<file path="src/rtl/bram_cmd_executor.sv">
// Pops {wr_not_rd, addr, data} commands, runs them on a single-port BRAM and returns read data; EXEC_STATS_EN adds wr/rd/stall counters.
// Latency from pop: write strobe +3, read response push +5; one command in flight, waits in RESP while resp_fifo_full.
module bram_cmd_executor #(
   parameter int ADDR_WIDTH = 8,
   parameter int DATA_WIDTH = 8
) (
   input  logic                             clk,
   input  logic                             rst,
   input  logic                             cmd_fifo_empty,
   input  logic [ADDR_WIDTH+DATA_WIDTH:0]   cmd_fifo_rd_data,
   output logic                             cmd_fifo_rd_en,
   input  logic                             resp_fifo_full,
   output logic                             resp_fifo_wr_en,
   output logic [DATA_WIDTH-1:0]            resp_fifo_wr_data,
   output logic [ADDR_WIDTH-1:0]            bram_address,
   output logic [DATA_WIDTH-1:0]            bram_data_in,
   input  logic [DATA_WIDTH-1:0]            bram_data_out,
   output logic                             bram_wr_en,
   output logic                             bram_rd_en,
   output logic                             bram_op_done,
   output logic                             busy
`ifdef EXEC_STATS_EN
   ,
   output logic [15:0]                      wr_count,
   output logic [15:0]                      rd_count,
   output logic [15:0]                      stall_count
`endif
);

   typedef enum logic [2:0] {
      IDLE  = 3'd0,
      POP   = 3'd1,
      LATCH = 3'd2,
      EXEC  = 3'd3,
      RWAIT = 3'd4,
      RESP  = 3'd5
   } state_t;

   state_t state, next_state;
   logic   cmd_wr;

   always_ff @(posedge clk or posedge rst) begin
      if (rst) begin
         state <= IDLE;
      end else begin
         state <= next_state;
      end
   end

   always_comb begin
      next_state = state;
      case (state)
         IDLE:    if (!cmd_fifo_empty) next_state = POP;
         POP:     next_state = LATCH;
         LATCH:   next_state = EXEC;
         EXEC:    next_state = cmd_wr ? IDLE : RWAIT;
         RWAIT:   next_state = RESP;
         RESP:    if (!resp_fifo_full) next_state = IDLE;
         default: next_state = IDLE;
      endcase
   end

   // Strobes are gated by rst so nothing leaks out while reset is held with a non-empty FIFO.
   always_comb begin
      cmd_fifo_rd_en  = 1'b0;
      bram_wr_en      = 1'b0;
      bram_rd_en      = 1'b0;
      resp_fifo_wr_en = 1'b0;
      bram_op_done    = 1'b0;
      busy            = 1'b0;
      if (!rst) begin
         busy = (state != IDLE);
         case (state)
            IDLE: cmd_fifo_rd_en = !cmd_fifo_empty;
            EXEC: begin
               if (cmd_wr) begin
                  bram_wr_en   = 1'b1;
                  bram_op_done = 1'b1;
               end else begin
                  bram_rd_en   = 1'b1;
               end
            end
            RESP: begin
               if (!resp_fifo_full) begin
                  resp_fifo_wr_en = 1'b1;
                  bram_op_done    = 1'b1;
               end
            end
            default: ;
         endcase
      end
   end

   always_ff @(posedge clk or posedge rst) begin
      if (rst) begin
         cmd_wr            <= 1'b0;
         bram_address      <= '0;
         bram_data_in      <= '0;
         resp_fifo_wr_data <= '0;
      end else begin
         if (state == LATCH) begin
            cmd_wr       <= cmd_fifo_rd_data[ADDR_WIDTH+DATA_WIDTH];
            bram_address <= cmd_fifo_rd_data[ADDR_WIDTH+DATA_WIDTH-1:DATA_WIDTH];
            bram_data_in <= cmd_fifo_rd_data[DATA_WIDTH-1:0];
         end
         if (state == RWAIT) begin
            resp_fifo_wr_data <= bram_data_out;
         end
      end
   end

`ifdef EXEC_STATS_EN
   // Saturating event counters.
   always_ff @(posedge clk or posedge rst) begin
      if (rst) begin
         wr_count    <= '0;
         rd_count    <= '0;
         stall_count <= '0;
      end else begin
         if (bram_wr_en && (wr_count != 16'hFFFF)) begin
            wr_count <= wr_count + 16'd1;
         end
         if (resp_fifo_wr_en && (rd_count != 16'hFFFF)) begin
            rd_count <= rd_count + 16'd1;
         end
         if ((state == RESP) && resp_fifo_full && (stall_count != 16'hFFFF)) begin
            stall_count <= stall_count + 16'd1;
         end
      end
   end
`endif

endmodule

</file>
<file path="config.mk">
export PLATFORM = sky130hd
export DESIGN_NAME = bram_cmd_executor
export DESIGN_NICKNAME = d
export VERILOG_FILES = /design/src/rtl/bram_cmd_executor.sv
export SDC_FILE = /design/constraint.sdc
export NUM_CORES = 1
export LEC_CHECK = 0
export BUFFER_PORTS_ARGS = -buffer_cell sky130_fd_sc_hd__buf_2
export CORE_MARGIN = 3
export CORE_UTILIZATION = 47
export CTS_CLUSTER_DIAMETER = 30
export DETAILED_ROUTE_END_ITERATION = 16
export PLACE_DENSITY = 0.84
export SLEW_MARGIN = 20
export SYNTH_ARGS = -nofsm -noshare
export SYNTH_HDL_FRONTEND = slang
export SYNTH_SLANG_ARGS = --single-unit
</file>
<file path="constraint.sdc">
create_clock -name clk -period 2.6 [get_ports clk]
set_clock_uncertainty 0.05 [all_clocks]
set_input_delay 0.26 -clock clk [delete_from_list [all_inputs] [get_ports clk]]
set_output_delay 0.26 -clock clk [all_outputs]
set_load 0.005 [all_outputs]
</file>
-- Word level (Yosys, flattened, before mapping)
Cells that the tools add are included.
- bits in writable memories: 0
- latch bits: 0
- input port bits: 29
- ROM bits: 0
- output and inout bits: 30
- word-level logic and storage cells: 34
- memories: 0
- bits in registers: 28
- bitwise operators: 0
- $add $sub $neg: 0
- shift-type cells: 0
- equality and inequality tests: 7
- order comparisons: 0
- reductions and logical operators: 4
- divide/modulo/power cells: 0
- multiply operators: 0
- multiplexer cells: 18
- operator list (operator ; number):
    3-bit case mux with 6 select lines ; 1
    1-bit 2-to-1 mux ; 13
    3-bit 2-to-1 mux ; 3
    3-bit by 2-bit == test with 1-bit output (second input constant) ; 2
    3-bit == test (second input constant) ; 2
    2-bit != test (second input constant) ; 2
    3-bit by 1-bit == test with 1-bit output (second input constant) ; 1
    3-bit zero test ; 1
    3-bit nonzero test ; 1
    1-bit case mux with 2 select lines ; 1
    2-bit AND reduction ; 1
    1-bit zero test ; 1

-- Logic depth before layout (Yosys ltp)
- depth in word-level cells: 3
- gate-level depth with buffers: 4
- depth with buffers taken out: 2

-- Least setup slack after synthesis
Ideal clock, no wire load.
- path type: register to register
- from: reg state[0]
- to: reg bram_address[4]
- slack: 1071 ps
- buffers on the path: 2
- stages on the path, launching flop included: 5
- setup time: 125 ps
- arrival: 1353 ps
- cell sequence: dfrtp_1 > buf_6 > nor3b_4 > buf_12 > mux2_4
- cells in the longest elaborated chain, start to end: 1
- RTL lines (element ; line ; RTL):
    start: declaration ; 39 ; state_t state, next_state;
    start signal: assignment ; 46 ; state <= next_state;
    3-bit by 2-bit == test with 1-bit output ; 101 ; if (state == LATCH) begin
    end signal: assignment ; 103 ; bram_address <= cmd_fifo_rd_data[ADDR_WIDTH+DATA_WIDTH-1:DATA_WIDTH];
    end: declaration ; 15 ; output logic [ADDR_WIDTH-1:0] bram_address,
No other way between the ends.
A chain may end at the register's enable or synchronous reset.

-- Final worst setup path
- from: reg state[2]
- to: out bram_op_done
- cells in the longest elaborated chain, start to end: 3
- RTL lines (element ; line ; RTL):
    3-bit == test or 3-bit by 2-bit == test with 1-bit output (tied branches) ; 73 ; case (state)
    1-bit case mux with 2 select lines * ; 73 ;
    1-bit 2-to-1 mux * ; 71 ; if (!rst) begin
    end: declaration ; 20 ; output logic bram_op_done,
Every way passes the cells marked *; elsewhere a longest branch is shown, timed or not.

==> flow_metrics.tcl <==
set metrics [dict create \
    relSlewSlack_pct 64.4 \
    hold_violations 0 \
    cp-startpoint "state[2]$_DFFE_PP0P_" \
    dp_hpwl_mm 1.87 \
    slew_viol_final 0 \
    critical_path.endpoint "bram_op_done" \
    maxCapViolCount 0 \
    via_count 844 \
    coreArea_mm2 0.00234 \
    clk_pin_slew_worst_paths_ns 0.14 \
    worstSetupPathType "register to output pin" \
    worstRegToRegCells 3 \
    period_minus_slack_ns 2.01 \
    layout-drive-gt1-share_pct 65.2 \
    period_share_pct 77.1 \
    finalSetupTns_ns 0 \
    drc 0 \
    status "completed" \
    cp.arrival_ns 1.70 \
    vias_per_cell 4.99 \
    synthTopCellsByArea "dfrtp_1, mux2_2, mux2_4" \
    worstPathRequired_ns 2.29 \
    synthArstFlopShare_pct 100 \
    track_usage_pct 15.1 \
    worstHoldPathType "primary input to register" \
    ys_types 25 \
    grt_max_degree 29 \
    dieArea_mm2 0.00326 \
    wire_per_inst_um 14.0 \
    crit_path_end_kind "output pin" \
    grt.overflow.total 0 \
    start_kind "register" \
    synth.most_common_cell "dfrtp_1" \
    cts.htree.levels 1 \
    r2r-end "bram_data_in[2]$_DFFE_PP0N_" \
    ant_nets 0 \
    grt_use_met2_pct 26.9 \
    syn_to_final_growth_pct 29.6 \
    avgSynthCellArea_um2 15.3 \
    hold_start "cmd_fifo_rd_data[14]" \
    rows 17 \
    cts_root_buffer "clkbuf_4" \
    place_area_mm2 0.00153 \
    finalSetupViolCount 0 \
    netlist_area_mm2 0.00123 \
    dieWidth_um 57.1 \
    yosysWarnings 0 \
    synth_ff_type "dfrtp_1" \
    start_util_pct 52.4 \
    worst_slew_pin_slew_ns 0.533 \
    dr.pass1.iters 2 \
    tritoncts "built" \
    grt_use_met3_pct 4.75 \
    powerDensity_mw_per_mm2 1170 \
    p_sw_share_pct 29.8 \
    clkLatencyLatePin_ns 0.31 \
    ys_ff_latch 28 \
    syn_nets 109 \
    fin_area_mm2 0.00159 \
    p_clk_share_pct 14.7 \
    yosysTopAreaCell "dfrtp_1" \
    cts_resized 0 \
    crit_chain "or3b_2, a21oi_1, buf_2" \
    worstHoldPathCells 2 \
    max_freq_ghz 0.499 \
    cpPeakStageDelay_ns 0.62 \
    die_y_um 57.1 \
    cts.sink_count 28 \
    io-pin-count 59 \
    synthCells 80 \
    wl_mm 2.37 \
    regToRegSetupSlack_ns 0.71 \
    synth_top_area_share_pct 57.1 \
    synth_edf_count 0 \
    gr-max-usage-layer "met2" \
    vdd_drop_max_uv 769 \
    antenna_found_initial 0 \
    rsz0062_at_grt "no" \
    ctsLongestPathBuffers 2 \
    finalPower_w 0.00187 \
    grt_pass1_wl_mm 3.95 \
    numCtsBuffers 3 \
    portBuffers 58 \
    synth_common_cells "dfrtp_1, mux2_2, mux2_4" \
    seq_power_share_pct 44.1 \
    crit_slowest_cell "dfrtp_1" \
    combPwrFrac_pct 41.2 \
    switching_power_w 0.000555 \
    grtUsageMet1_pct 18.9 \
    antennaDiodeCount 0 \
    gp_congestion 0.731 \
    rr_startpoint "state[1]$_DFFE_PP0P_" \
    p_leak_nw 0.792 \
    drt_iter0_markers 8 \
    yosysSeqAreaShare_pct 57.1 \
    path_max_fanout 14 \
    layout.nets 171 \
    p_int_w 0.00131 \
    grt_pass1_vias 903 \
]
==> placed cells by master (no fill, tap or decap), types with 2 or more instances in the layout <==
cell	n
mux2_2	15
nor3b_4	2
nand2_1	2
buf_4	2
nor2_1	4
dfrtp_1	28
clkbuf_4	3
buf_2	58
mux2_4	10
==> power groups by stage <==
stage	sequential, W	combinational, W	clock [W]
floorplan	0.000792	0.000564	0
global placement	0.000821	0.000755	0
detailed placement	0.000831	0.000784	0
CTS	0.000826	0.000783	0.000284
global route	0.000865	0.000838	0.000303
finish	0.000823	0.000768	0.000274
==> what timing repair did <==
item                      in CTS  in global routing
hold endpoints to repair      28                  0
hold buffers                   1                  0
buffers inserted               0                  0
==> critical path: cells and delay by family (launching register included) <==
family / cells / cell delay, ns
buffers and inverters: 1 / 0.13
DFF: 1 / 0.62
and+or+nand+nor: 1 / 0.51
AOI/OAI and AO/OA: 1 / 0.13
==> layer usage <==
metal  vias to the layer above  part of all wire (%)
li1                        407                     -
met1                       398                    42
met2                        39                    49
met3                         0                   9.4
met4                         0                     0
met5                         -                     0
==> logic make-up after synthesis <==
group / count (synthesis) / share of synthesized area, %
DFF: 28 / 57.1
muxes: 25 / 26.0
and+or+nand+nor: 18 / 10.7
buffers and inverters: 5 / 3.57
AOI/OAI and AO/OA: 3 / 1.84
xor gates and xnor gates: 1 / 0.714
==> state kept, by name, summed over array words and instances (netlist names) <==
name / count
bram_data_in: 8
bram_address: 8
resp_fifo_wr_data: 8
state: 3
cmd_wr: 1
==> worst min-delay path by stage <==
stage                                            end  slack, ns
floorplan                bram_address[0]$_DFFE_PP0N_       0.28
global placement    resp_fifo_wr_data[0]$_DFFE_PP0N_       0.33
detailed placement  resp_fifo_wr_data[0]$_DFFE_PP0N_       0.34
CTS                      bram_address[6]$_DFFE_PP0N_       0.10
global route             bram_address[7]$_DFFE_PP0N_       0.08
finish                   bram_address[6]$_DFFE_PP0N_       0.11
==> stage by stage <==
step | instances | hold WS [ns] | util, % | worst slack [ns]
final | 169 | 0.112 | 67.9 | 0.595
after detailed placement | 164 | 0.343 | 65.2 | 0.687
after CTS | 169 | 0.102 | 67.9 | 0.583
after floorplan | 80 | 0.275 | - | 1.07
after global placement | 164 | 0.329 | 65.2 | 0.773
after global routing | 169 | 0.0804 | 67.9 | 0.453
==> cell type report <==
| cell class | instances | area, µm² |
|---|---|---|
| Fill cell | 173 | 751 |
| Sequential cell | 28 | 701 |
| Multi-Input combinational cell | 47 | 482 |
| Timing Repair Buffer | 61 | 315 |
| Tap cell | 28 | 35.0 |
| Clock inverter | 1 | 30.0 |
| Clock buffer | 3 | 22.5 |
| Inverter | 1 | 3.75 |
Note: power is estimated with default switching activity, not from simulation.
